$ cat config.mk
export PLATFORM = sky130hd
export DESIGN_NAME = manchester_encoder
export DESIGN_NICKNAME = d
export VERILOG_FILES = /design/src/rtl/manch_pkg.sv /design/src/rtl/manch_shift_reg.sv /design/src/rtl/manchester_encoder.sv
export SDC_FILE = /design/constraint.sdc
export NUM_CORES = 1
export LEC_CHECK = 0
export ABC_AREA = 1
export BUFFER_PORTS_ARGS = -buffer_cell sky130_fd_sc_hd__buf_2
export CAP_MARGIN = 30
export CORE_MARGIN = 4
export CORE_UTILIZATION = 55
export CTS_CLUSTER_SIZE = 16
export DETAILED_ROUTE_END_ITERATION = 7
export GPL_TIMING_DRIVEN = 0
export PLACE_DENSITY = 0.73
export RECOVER_POWER = 100
export SKIP_CTS_REPAIR_TIMING = 1
export SYNTH_ARGS = -nofsm -noshare
export SYNTH_HDL_FRONTEND = slang
export SYNTH_SLANG_ARGS = --single-unit
$ cat constraint.sdc
create_clock -name clkin -period 1.8 [get_ports clkin]
set_input_delay 0.27 -clock clkin [delete_from_list [all_inputs] [get_ports clkin]]
set_output_delay 0.27 -clock clkin [all_outputs]
set_load 0.01 [all_outputs]
$ cat src/rtl/manch_pkg.sv
// Shared types and constants for the Manchester encoder: FSM states,
// the sync code-violation pattern and counter widths.
package manch_pkg;

  typedef enum logic [1:0] {
    ST_IDLE     = 2'd0,
    ST_PREAMBLE = 2'd1,
    ST_SYNC     = 2'd2,
    ST_DATA     = 2'd3
  } state_e;

  // Half-bit pattern 1,1,0,0 is illegal Manchester, so it marks the frame start.
  localparam logic [3:0] SYNC_CODE = 4'b1100;

  localparam int HB_CNT_W  = 4;
  localparam int PRE_CNT_W = 5;

  typedef logic [HB_CNT_W-1:0]  hb_cnt_t;
  typedef logic [PRE_CNT_W-1:0] pre_cnt_t;

  function automatic logic manch_half(input logic bit_val, input logic second_half);
    return bit_val ^ second_half;
  endfunction

endpackage

$ cat src/rtl/manch_shift_reg.sv
// Byte holding register for the encoder: loads a byte, shifts it MSB first
// and presents the Manchester half-bit that will be on the line next cycle.
module manch_shift_reg
  import manch_pkg::*;
(
  input  logic       clk_i,
  input  logic       rst_ni,
  input  logic       load_i,
  input  logic [7:0] data_i,
  input  logic       shift_i,
  input  logic       second_half_i,
  output logic       half_bit_o
);

  logic [7:0] sr_q;
  logic [7:0] sr_d;

  // Next byte contents: load wins over shift.
  always_comb begin
    sr_d = sr_q;
    if (load_i) begin
      sr_d = data_i;
    end else if (shift_i) begin
      sr_d = {sr_q[6:0], 1'b0};
    end else begin
      sr_d = sr_q;
    end
  end

  // Byte register.
  always_ff @(posedge clk_i or negedge rst_ni) begin
    if (!rst_ni) begin
      sr_q <= 8'h00;
    end else begin
      sr_q <= sr_d;
    end
  end

  // Looks at sr_d so the caller can register the half-bit with no extra latency.
  assign half_bit_o = manch_half(sr_d[7], second_half_i);

endmodule

$ cat src/rtl/manchester_encoder.sv
// Framed Manchester transmitter: preamble, sync code violation, then bytes
// MSB first; consecutive bytes stream without gaps when offered in time.
module manchester_encoder
  import manch_pkg::*;
#(
  parameter int PREAMBLE_BITS = 4
) (
  input  logic       clkin,
  input  logic       rst_n,
  input  logic [7:0] datain,
  input  logic       in_valid,
  output logic       in_ready,
  output logic       dataout,
  output logic       busy,
  output logic       tx_done
);

  localparam pre_cnt_t PRE_LAST  = pre_cnt_t'(2 * PREAMBLE_BITS - 1);
  localparam hb_cnt_t  SYNC_LAST = hb_cnt_t'(3);
  localparam hb_cnt_t  DATA_LAST = hb_cnt_t'(15);

  state_e   state_q, state_d;
  pre_cnt_t pre_cnt_q, pre_cnt_d;
  hb_cnt_t  hb_cnt_q, hb_cnt_d;
  logic     dataout_q, dataout_d;
  logic     busy_q, busy_d;
  logic     tx_done_q, tx_done_d;
  logic     in_ready_q, in_ready_d;

  logic       xfer_s;
  logic       load_s;
  logic       shift_s;
  logic       half_bit_s;
  logic [1:0] sync_idx_s;

  assign xfer_s = in_valid & in_ready_q;

  // Next-state and counter logic.
  always_comb begin
    state_d   = state_q;
    pre_cnt_d = pre_cnt_q;
    hb_cnt_d  = hb_cnt_q;
    load_s    = 1'b0;
    shift_s   = 1'b0;
    tx_done_d = 1'b0;
    case (state_q)
      ST_IDLE: begin
        if (xfer_s) begin
          state_d   = ST_PREAMBLE;
          pre_cnt_d = '0;
          load_s    = 1'b1;
        end else begin
          state_d = ST_IDLE;
        end
      end
      ST_PREAMBLE: begin
        if (pre_cnt_q == PRE_LAST) begin
          state_d   = ST_SYNC;
          pre_cnt_d = '0;
          hb_cnt_d  = '0;
        end else begin
          pre_cnt_d = pre_cnt_q + pre_cnt_t'(1);
        end
      end
      ST_SYNC: begin
        if (hb_cnt_q == SYNC_LAST) begin
          state_d  = ST_DATA;
          hb_cnt_d = '0;
        end else begin
          hb_cnt_d = hb_cnt_q + hb_cnt_t'(1);
        end
      end
      ST_DATA: begin
        hb_cnt_d = hb_cnt_q + hb_cnt_t'(1);
        if (hb_cnt_q == DATA_LAST) begin
          if (xfer_s) begin
            load_s = 1'b1;
          end else begin
            state_d   = ST_IDLE;
            tx_done_d = 1'b1;
          end
        end else begin
          shift_s = hb_cnt_q[0];
        end
      end
      default: begin
        state_d   = ST_IDLE;
        pre_cnt_d = '0;
        hb_cnt_d  = '0;
      end
    endcase
  end

  assign sync_idx_s = 2'd3 - hb_cnt_d[1:0];

  // Output values for the cycle about to start, so the registers carry no lag.
  always_comb begin
    dataout_d  = 1'b0;
    busy_d     = (state_d != ST_IDLE);
    in_ready_d = (state_d == ST_IDLE) ||
                 ((state_d == ST_DATA) && (hb_cnt_d == DATA_LAST));
    case (state_d)
      ST_IDLE:     dataout_d = 1'b0;
      ST_PREAMBLE: dataout_d = ~pre_cnt_d[0];
      ST_SYNC:     dataout_d = SYNC_CODE[sync_idx_s];
      ST_DATA:     dataout_d = half_bit_s;
      default:     dataout_d = 1'b0;
    endcase
  end

  // State, counters and registered outputs.
  always_ff @(posedge clkin or negedge rst_n) begin
    if (!rst_n) begin
      state_q    <= ST_IDLE;
      pre_cnt_q  <= '0;
      hb_cnt_q   <= '0;
      dataout_q  <= 1'b0;
      busy_q     <= 1'b0;
      tx_done_q  <= 1'b0;
      in_ready_q <= 1'b0;
    end else begin
      state_q    <= state_d;
      pre_cnt_q  <= pre_cnt_d;
      hb_cnt_q   <= hb_cnt_d;
      dataout_q  <= dataout_d;
      busy_q     <= busy_d;
      tx_done_q  <= tx_done_d;
      in_ready_q <= in_ready_d;
    end
  end

  manch_shift_reg u_shift_reg (
    .clk_i         (clkin),
    .rst_ni        (rst_n),
    .load_i        (load_s),
    .data_i        (datain),
    .shift_i       (shift_s),
    .second_half_i (hb_cnt_d[0]),
    .half_bit_o    (half_bit_s)
  );

  assign dataout  = dataout_q;
  assign busy     = busy_q;
  assign tx_done  = tx_done_q;
  assign in_ready = in_ready_q;

endmodule

==> results_dict.tcl, run 1 <==
set metrics [dict create \
    yosys.area.top_type "dfrtp_1" \
    grt_usage 0.191 \
    p_leak_nw 0.760 \
    slew_viol_final 0 \
    cts-htree-levels 1 \
    num_rows 17 \
    synth_top_area_share 0.429 \
    worstPathArrival_ns 1.89 \
    avgSynthCellArea_um2 7.98 \
    fin_nets 206 \
    diodes 0 \
    numCtsBuffers 3 \
    antenna_found_initial 0 \
    synth_fp_nets 186 \
    drc 0 \
    clk_pin_slew_worst_paths_ns 0.13 \
    io-pin-count 15 \
    fin_skew_ns 0.00160 \
    yosys-top-cells-area "dfrtp_1 43%, nand3_1 16%, nand2_1 9.0%, ha_1 6.5%, inv_1 5.6%" \
    setup_slack_ns 0.124 \
    dr.pass1.iters 4 \
    slew_headroom 0.163 \
    layout-drive-gt1-share 0.203 \
    grt_pass1_wl_mm 5.00 \
    tritoncts "yes" \
    timing.setup.tns_ns 0 \
    synth-seq-cells 23 \
    ys_types 20 \
    via_per_inst 5.29 \
    ant_nets 0 \
    netlist_instances 168 \
    dp_cells 210 \
    dp_slack_ns 0.107 \
    end_kind "register" \
    vias 1137 \
    rr_worst_depth 8 \
    dp_hpwl_mm 2.10 \
    finalNonFillerCells 215 \
    wirelength_mm 2.75 \
    hold_depth 3 \
    area_growth_pct 11.5 \
    p_per_area_mw_per_mm2 969 \
    setup_viol 0 \
    dieArea_mm2 0.00329 \
    coreArea_mm2 0.00228 \
    grt_max_degree 24 \
    overflow 0 \
    regArea_um2 577 \
    vdd_drop_max_v 0.000692 \
    clock.fmax_mhz 597 \
    start_kind "register" \
    cap_viol_max_count 0 \
    outcome "complete, no violations" \
    tightest_slew_ns 1.26 \
    period_share 0.931 \
    multi_input_area_um2 673 \
    clock-sinks 23 \
    routabilityCongestion 0.835 \
    cts-root-buf "clkbuf_4" \
    synth_warnings 0 \
    fin_crit_ns 1.68 \
    grt_pass1_vias 1154 \
    die_height_um 57.4 \
    hp-class "primary input to register" \
    drt_iter0_drc 28 \
    fillers 207 \
    wl_per_cell_um 12.8 \
    clk_latency_ns 0.31 \
    hold_viol 0 \
    netlist_area_mm2 0.00134 \
    ys_seq_area_frac 0.429 \
    final_util 0.657 \
    start_util 0.589 \
    die_w_um 57.4 \
    crit_type "register to register" \
    clockBufferDepth 2 \
    crit_required_ns 2.01 \
    final_cell_area_mm2 0.00150 \
    worstPathMaxFanout 10 \
    io_buffer_count 14 \
    post_dp_cell_area_mm2 0.00145 \
]
[cell usage after synthesis (all sizes together)]
| cell type | n |
|---|---|
| o21ai | 4 |
| inv | 23 |
| nand3 | 45 |
| nand4 | 3 |
| a21oi | 3 |
| o22ai | 1 |
| ha | 7 |
| nor2 | 9 |
| buf | 1 |
| o41ai | 1 |
| clkinv | 2 |
| dfrtp | 23 |
| nand2 | 45 |
| xor2 | 1 |
[logic make-up after synthesis]
group,synth area share
AOI/OAI and AO/OA,0.0429
xor gates and xnor gates,0.00653
adders and majority gates,0.0653
buffers and inverters,0.0784
DFF,0.429
and+or+nand+nor,0.378
[cells in the final DEF (no fill, tap or decap), types with 2 or more instances in the layout]
| cell type | instances |
|---|---|
| a21oi_1 | 3 |
| buf_2 | 9 |
| clkbuf_1 | 5 |
| clkbuf_4 | 3 |
| dfrtp_1 | 22 |
| ha_1 | 5 |
| ha_2 | 2 |
| inv_1 | 20 |
| inv_2 | 3 |
| nand2_1 | 34 |
| nand2_2 | 8 |
| nand2_4 | 3 |
| nand3_1 | 42 |
| nand3_2 | 3 |
| nand4_1 | 3 |
| nor2_1 | 8 |
| o21ai_0 | 2 |
[state kept, by name (all words and copies together), names as in the netlist]
name	flops
hb_cnt_q	4
pre_cnt_q	5
busy	1
tx_done	1
dataout	1
state_q	2
in_ready	1
u_shift_reg.sr_q	8
[final cells by class]
class / instances / share of cell area
Clock inverter: 1 / 0.00335
Inverter: 25 / 0.0653
Sequential cell: 23 / 0.386
Buffer: 1 / 0.00753
Clock buffer: 3 / 0.0151
Multi-Input combinational cell: 119 / 0.450
Timing Repair Buffer: 15 / 0.0494
Tap cell: 28 / 0.0234
[final timing paths]
check                                             endpoint                       startpoint  slack, ns
max                        u_shift_reg.sr_q[6]$_DFFE_PN0P_             state_q[1]$_DFF_PN0_       0.12
min                        u_shift_reg.sr_q[0]$_DFFE_PN0P_                        datain[0]       0.18
max reg2reg                u_shift_reg.sr_q[6]$_DFFE_PN0P_             state_q[1]$_DFF_PN0_       0.12
min reg2reg                u_shift_reg.sr_q[0]$_DFFE_PN0P_  u_shift_reg.sr_q[0]$_DFFE_PN0P_       0.53
max in group asynchronous            hb_cnt_q[0]$_DFF_PN0_                            rst_n       0.24
min in group asynchronous                tx_done$_DFF_PN0_                            rst_n       0.74
[power breakdown]
| part | switching [mW] | internal, mW |
|---|---|---|
| Clock | 0.162 | 0.0830 |
| Combinational | 0.296 | 0.177 |
| Sequential | 0.0802 | 0.651 |
[layer usage]
metal  global-route usage  share of wire  vias up
met5                    0              0        -
met4               0.0629         0.0073        0
met3               0.0271          0.021        2
met2                0.334           0.51       14
met1                0.240           0.46      538
li1                     -              -      583
[critical path, cell delays in order, from the launching register on]
cell,delay [ns]
dfrtp_1,0.45
inv_1,0.15
ha_2,0.25
nand3_2,0.15
nand2_4,0.17
nand2_4,0.10
buf_6,0.15
nand3_1,0.07
nand3_1,0.08
[stage by stage]
stage	hold slack [ns]	total power, mW
final	0.183	1.45
after global routing	0.183	1.58
after CTS	-0.0792	1.45
after detailed placement	0.274	1.21
after global placement	0.271	1.18
after floorplan	-0.0256	1.08
Note: power is estimated with default switching activity, not from simulation.
==> run 2: changes to the inputs <==
--- a/config.mk
+++ b/config.mk
@@ -9,11 +9,11 @@
 export BUFFER_PORTS_ARGS = -buffer_cell sky130_fd_sc_hd__buf_2
 export CAP_MARGIN = 30
 export CORE_MARGIN = 4
-export CORE_UTILIZATION = 55
+export CORE_UTILIZATION = 57
 export CTS_CLUSTER_SIZE = 16
 export DETAILED_ROUTE_END_ITERATION = 7
 export GPL_TIMING_DRIVEN = 0
-export PLACE_DENSITY = 0.73
+export PLACE_DENSITY = 0.75
 export RECOVER_POWER = 100
 export SKIP_CTS_REPAIR_TIMING = 1
 export SYNTH_ARGS = -nofsm -noshare
==> run 2 against run 1 <==
Net effect:
- final cell count grew 0.93%
- global-route usage is 2.3 points lower
- fmax is 0.64% higher
- critical path depth did not move
- register-to-register slack is essentially flat
- first-iteration DRC count grew 7.1%
- largest cell class unchanged
- utilization up 1.8 points
- clock-buffer cell count did not move
- critical path type unchanged
- routed wire length down 9.0%
==> results_dict.tcl, run 2 (synthesis results as in run 1) <==
set metrics [dict create \
    outcome "complete, no violations" \
    clk_latency_ns 0.31 \
    die_height_um 56.5 \
    timing.setup.tns_ns 0 \
    period_share 0.925 \
    vias 1125 \
    cap_viol_max_count 0 \
    post_dp_cell_area_mm2 0.00145 \
    antenna_found_initial 0 \
    tightest_slew_ns 0.512 \
    finalNonFillerCells 217 \
    fillers 211 \
    routabilityCongestion 0.812 \
    r2r-end "u_shift_reg.sr_q[5]$_DFFE_PN0P_" \
    hold-worst-slack_ns 0.180 \
    rr_startpoint "state_q[0]$_DFF_PN0_" \
    cts-root-buf "clkbuf_4" \
    num_rows 17 \
    ant_nets 0 \
    layout-drive-gt1-share 0.212 \
    drt_iter0_drc 30 \
    fin_nets 208 \
    clk_pin_slew_worst_paths_ns 0.13 \
    grt_max_degree 24 \
    multi_input_area_um2 673 \
    setup_slack_ns 0.134 \
    layout_commonest_cell "nand3_1" \
    end_kind "register" \
    crit_required_ns 2.00 \
    via_per_inst 5.18 \
    clock-sinks 23 \
    hold_start "datain[0]" \
    regArea_um2 577 \
    crit_type "register to register" \
    regMostFlops "u_shift_reg.sr_q" \
    hold_viol 0 \
    slew_headroom 0.659 \
    largest_reg_flops 8 \
    rr_worst_depth 8 \
    worstPathMaxFanout 10 \
    p_leak_nw 0.779 \
    io-pin-count 15 \
    fin_skew_ns 0.0119 \
    tritoncts "yes" \
    grt_pass1_wl_mm 4.33 \
    start_util 0.601 \
    wirelength_mm 2.50 \
    overflow 0 \
    drc 0 \
    dp_slack_ns 0.124 \
    io_buffer_count 14 \
    final_cell_area_mm2 0.00151 \
    final_cell_mix "42 x nand3_1, 33 x nand2_1, 22 x dfrtp_1" \
    crit_start "state_q[0]$_DFF_PN0_" \
    clockBufferDepth 2 \
    p_per_area_mw_per_mm2 949 \
    hold_end "u_shift_reg.sr_q[0]$_DFFE_PN0P_" \
    setup_viol 0 \
    diodes 0 \
    area_growth_pct 12.4 \
    clock.fmax_mhz 600 \
    die_w_um 56.5 \
    hp-class "primary input to register" \
    numCtsBuffers 3 \
    hold_depth 3 \
    slew_viol_final 0 \
    r2r_slack_ns 0.13 \
    dr.pass1.iters 4 \
    grt_pass1_vias 1015 \
    grt_usage 0.168 \
    vdd_drop_max_v 0.000766 \
    dieArea_mm2 0.00319 \
    fin_crit_ns 1.67 \
    worstPathArrival_ns 1.86 \
    coreArea_mm2 0.00223 \
    dp_hpwl_mm 1.93 \
    dp_cells 210 \
    start_kind "register" \
    wl_per_cell_um 11.5 \
    cts-htree-levels 1 \
    top_regs "u_shift_reg.sr_q x8, pre_cnt_q x5, hb_cnt_q x4" \
]
run 2: cell count changes in the layout (fill, tap and decap cells not counted), sizes merged:
cell / before / now
clkbuf: 8 / 7
clkinv: 2 / 3
clkinvlp: 1 / 0
buf: 10 / 13
run 2: layout make-up:
class / count / area share
buffer: 1 / 0.00747
clock inverter: 1 / 0.00332
timing repair buffer: 17 / 0.0598
clock buffer: 3 / 0.0149
inverter: 25 / 0.0622
tap: 28 / 0.0232
sequential: 23 / 0.383
multi-input combinational: 119 / 0.446
run 2: power breakdown:
part | switching, mW | internal, mW
Clock | 0.156 | 0.0830
Sequential | 0.0808 | 0.651
Combinational | 0.287 | 0.173
run 2: critical path, cell delays in order, from the launching register on:
cell	delay, ns
dfrtp_1	0.43
inv_1	0.14
ha_1	0.26
nand3_2	0.17
nand2_4	0.17
nand2_4	0.10
buf_6	0.15
nand3_1	0.06
nand3_1	0.08
run 2: metrics by stage:
stage | power (mW) | utilization
after detailed placement | 1.20 | 0.648
final | 1.43 | 0.675
after CTS | 1.44 | 0.660
after floorplan | 1.08 | -
after global placement | 1.18 | 0.648
after global routing | 1.55 | 0.675
run 2: worst max-delay path by stage:
stage,end,depth (start not counted)
2_1_floorplan,dataout$_DFF_PN0_,9
3_3_place_gp,dataout$_DFF_PN0_,10
3_5_place_dp,dataout$_DFF_PN0_,10
4_1_cts,u_shift_reg.sr_q[5]$_DFFE_PN0P_,9
5_1_grt,dataout$_DFF_PN0_,9
6_report,u_shift_reg.sr_q[5]$_DFFE_PN0P_,8
run 2: metal layers:
layer  track usage  share of wire  vias to the layer above  wire length [µm]
li1              -              -                      592                 -
met1         0.232           0.48                      512              1200
met2         0.277           0.48                       19              1210
met3        0.0345          0.034                        2                85
met4        0.0203         0.0036                        0                 9
met5             0              0                        -                 0
==> run 3: changes to the inputs <==
--- a/config.mk
+++ b/config.mk
@@ -8,7 +8,7 @@
 export ABC_AREA = 1
 export BUFFER_PORTS_ARGS = -buffer_cell sky130_fd_sc_hd__buf_2
 export CAP_MARGIN = 30
-export CORE_MARGIN = 4
+export CORE_MARGIN = 10
 export CORE_UTILIZATION = 57
 export CTS_CLUSTER_SIZE = 16
 export DETAILED_ROUTE_END_ITERATION = 7
==> run 3 against run 2 <==
Net effect:
- clock skew fell by 0.0019 ns
- clock power barely moved
- final cell count fell by 0.92%
- register-to-register slack barely moved
- cell area fell by 2.1%
- die area rose by 47%
- non-clock buffer count fell by 2
- total power fell by 0.63%
- hold slack improved by 0.012 ns
- via count rose by 0.53%
- routed wire length rose by 7.4%
- largest cell class unchanged
- largest power group unchanged
==> results_dict.tcl, run 3 (synthesis results as in run 1) <==
set metrics [dict create \
    dp_cells 210 \
    antenna_found_initial 0 \
    r2r-end "u_shift_reg.sr_q[5]$_DFFE_PN0P_" \
    die_w_um 68.5 \
    clock-sinks 23 \
    slew_headroom 0.172 \
    p_per_area_mw_per_mm2 963 \
    final_cell_area_mm2 0.00148 \
    routabilityCongestion 0.864 \
    grt_pass1_wl_mm 4.75 \
    cp_cell_sequence "inv_1, ha_1, nand3_1, nand2_4, nand2_4, buf_4, nand3_1, nand3_1" \
    fillers 203 \
    dp_hpwl_mm 2.06 \
    overflow 0 \
    met3_usage 0.0322 \
    slowest_stage "dfrtp_1" \
    hold_viol 0 \
    crit_type "register to register" \
    drt_iter0_drc 96 \
    p_leak_nw 0.758 \
    wl_per_cell_um 12.5 \
    tightest_slew_ns 1.24 \
    regArea_um2 577 \
    grt_busiest_layer "met2" \
    outcome "complete, no violations" \
    worstPathArrival_ns 1.88 \
    multi_input_area_um2 658 \
    end_kind "register" \
    clockBufferDepth 2 \
    diodes 0 \
    dr.pass1.iters 5 \
    area_growth_pct 10.1 \
    start_util 0.601 \
    rsz0062_at_grt "true" \
    coreArea_mm2 0.00223 \
    setup_viol 0 \
    die_height_um 68.5 \
    grt_usage 0.126 \
    cts-root-buf "clkbuf_4" \
    clock.fmax_mhz 595 \
    hold_start "datain[0]" \
    vdd_drop_max_v 0.000691 \
    fin_crit_ns 1.68 \
    rr_worst_depth 8 \
    hold-worst-slack_ns 0.192 \
    io_buffer_count 14 \
    top_regs "u_shift_reg.sr_q x8, pre_cnt_q x5, hb_cnt_q x4" \
    grt_pass1_vias 1112 \
    period_share 0.933 \
    wirelength_mm 2.69 \
    crit_top_cell "nand3_1" \
    clk_latency_ns 0.31 \
    hold_depth 3 \
    crit_required_ns 2.00 \
    start_kind "register" \
    via_per_inst 5.26 \
    vias 1131 \
    dieArea_mm2 0.00469 \
    tritoncts "yes" \
    critPathMaxStageDelay_ns 0.43 \
    cts-htree-levels 1 \
    cap_viol_max_count 0 \
    rr_startpoint "state_q[0]$_DFF_PN0_" \
    post_dp_cell_area_mm2 0.00145 \
    r2r_slack_ns 0.12 \
    layout-drive-gt1-share 0.187 \
    fin_skew_ns 0.0100 \
    hold_end "u_shift_reg.sr_q[0]$_DFFE_PN0P_" \
    grt_use_met2 0.209 \
    layout_commonest_cell "nand3_1" \
    grt_max_degree 24 \
    worstPathMaxFanout 10 \
    slew_viol_final 0 \
    final_cell_mix "43 x nand3_1, 34 x nand2_1, 22 x dfrtp_1" \
    num_rows 17 \
    ant_nets 0 \
    regMostFlops "u_shift_reg.sr_q" \
    io-pin-count 15 \
    grt_use_met1 0.161 \
    largest_reg_flops 8 \
    numCtsBuffers 3 \
    finalNonFillerCells 215 \
    fin_nets 206 \
    drc 0 \
    timing.setup.tns_ns 0 \
    hp-class "primary input to register" \
    clk_pin_slew_worst_paths_ns 0.13 \
]
[run 3: changes by cell type in the layout (fill, tap and decap cells not counted), sizes merged]
cell / before / now
buf: 13 / 10
clkbuf: 7 / 8
clkinv: 3 / 2
clkinvlp: 0 / 1
[run 3: power by group]
group / total [mW] / switching [mW] / internal (mW)
Sequential: 0.729 / 0.0776 / 0.651
Clock: 0.239 / 0.156 / 0.0830
Combinational: 0.454 / 0.287 / 0.168
Total: 1.42 / 0.520 / 0.902
[run 3: worst max-delay path, delay by kind of cell, from the launching register on]
| family | cells | cell delay (ns) |
|---|---|---|
| buf+inv | 2 | 0.31 |
| fa+ha+maj | 1 | 0.20 |
| simple gates | 5 | 0.62 |
| flops | 1 | 0.43 |
[run 3: cell type report]
type                    count  share of cell area
repair buffers             15              0.0500
flip-flops and latches     23               0.391
well taps                  28              0.0237
clock inverters             1             0.00339
clock buffers               3              0.0153
multi-input cells         119               0.446
inverters                  25              0.0661
plain buffers               1             0.00508
[run 3: per-layer routing]
metal  share of wire  wire (µm)  vias up
met5               0          0        -
met4          0.0063         17        0
met3           0.035         93        4
met2            0.48       1280       18
met1            0.48       1290      521
li1                -          -      588
[run 3: per-stage QoR]
step / setup WS, ns / total power, mW / utilization
after floorplan: 0.335 / 1.08 / -
after global placement: 0.142 / 1.18 / 0.648
after detailed placement: 0.104 / 1.20 / 0.648
after CTS: 0.0842 / 1.45 / 0.660
after global routing: -0.00956 / 1.55 / 0.661
final: 0.120 / 1.42 / 0.661
[run 3: worst max path at each step]
stage,from,cells after the start,endpoint,slack (ns)
2_1_floorplan,state_q[1]$_DFF_PN0_,9,dataout$_DFF_PN0_,0.34
3_3_place_gp,hb_cnt_q[0]$_DFF_PN0_,10,dataout$_DFF_PN0_,0.14
3_5_place_dp,hb_cnt_q[0]$_DFF_PN0_,10,dataout$_DFF_PN0_,0.10
4_1_cts,hb_cnt_q[0]$_DFF_PN0_,9,u_shift_reg.sr_q[5]$_DFFE_PN0P_,0.08
5_1_grt,state_q[1]$_DFF_PN0_,7,pre_cnt_q[3]$_DFFE_PN0P_,-0.01
6_report,state_q[0]$_DFF_PN0_,8,u_shift_reg.sr_q[5]$_DFFE_PN0P_,0.12
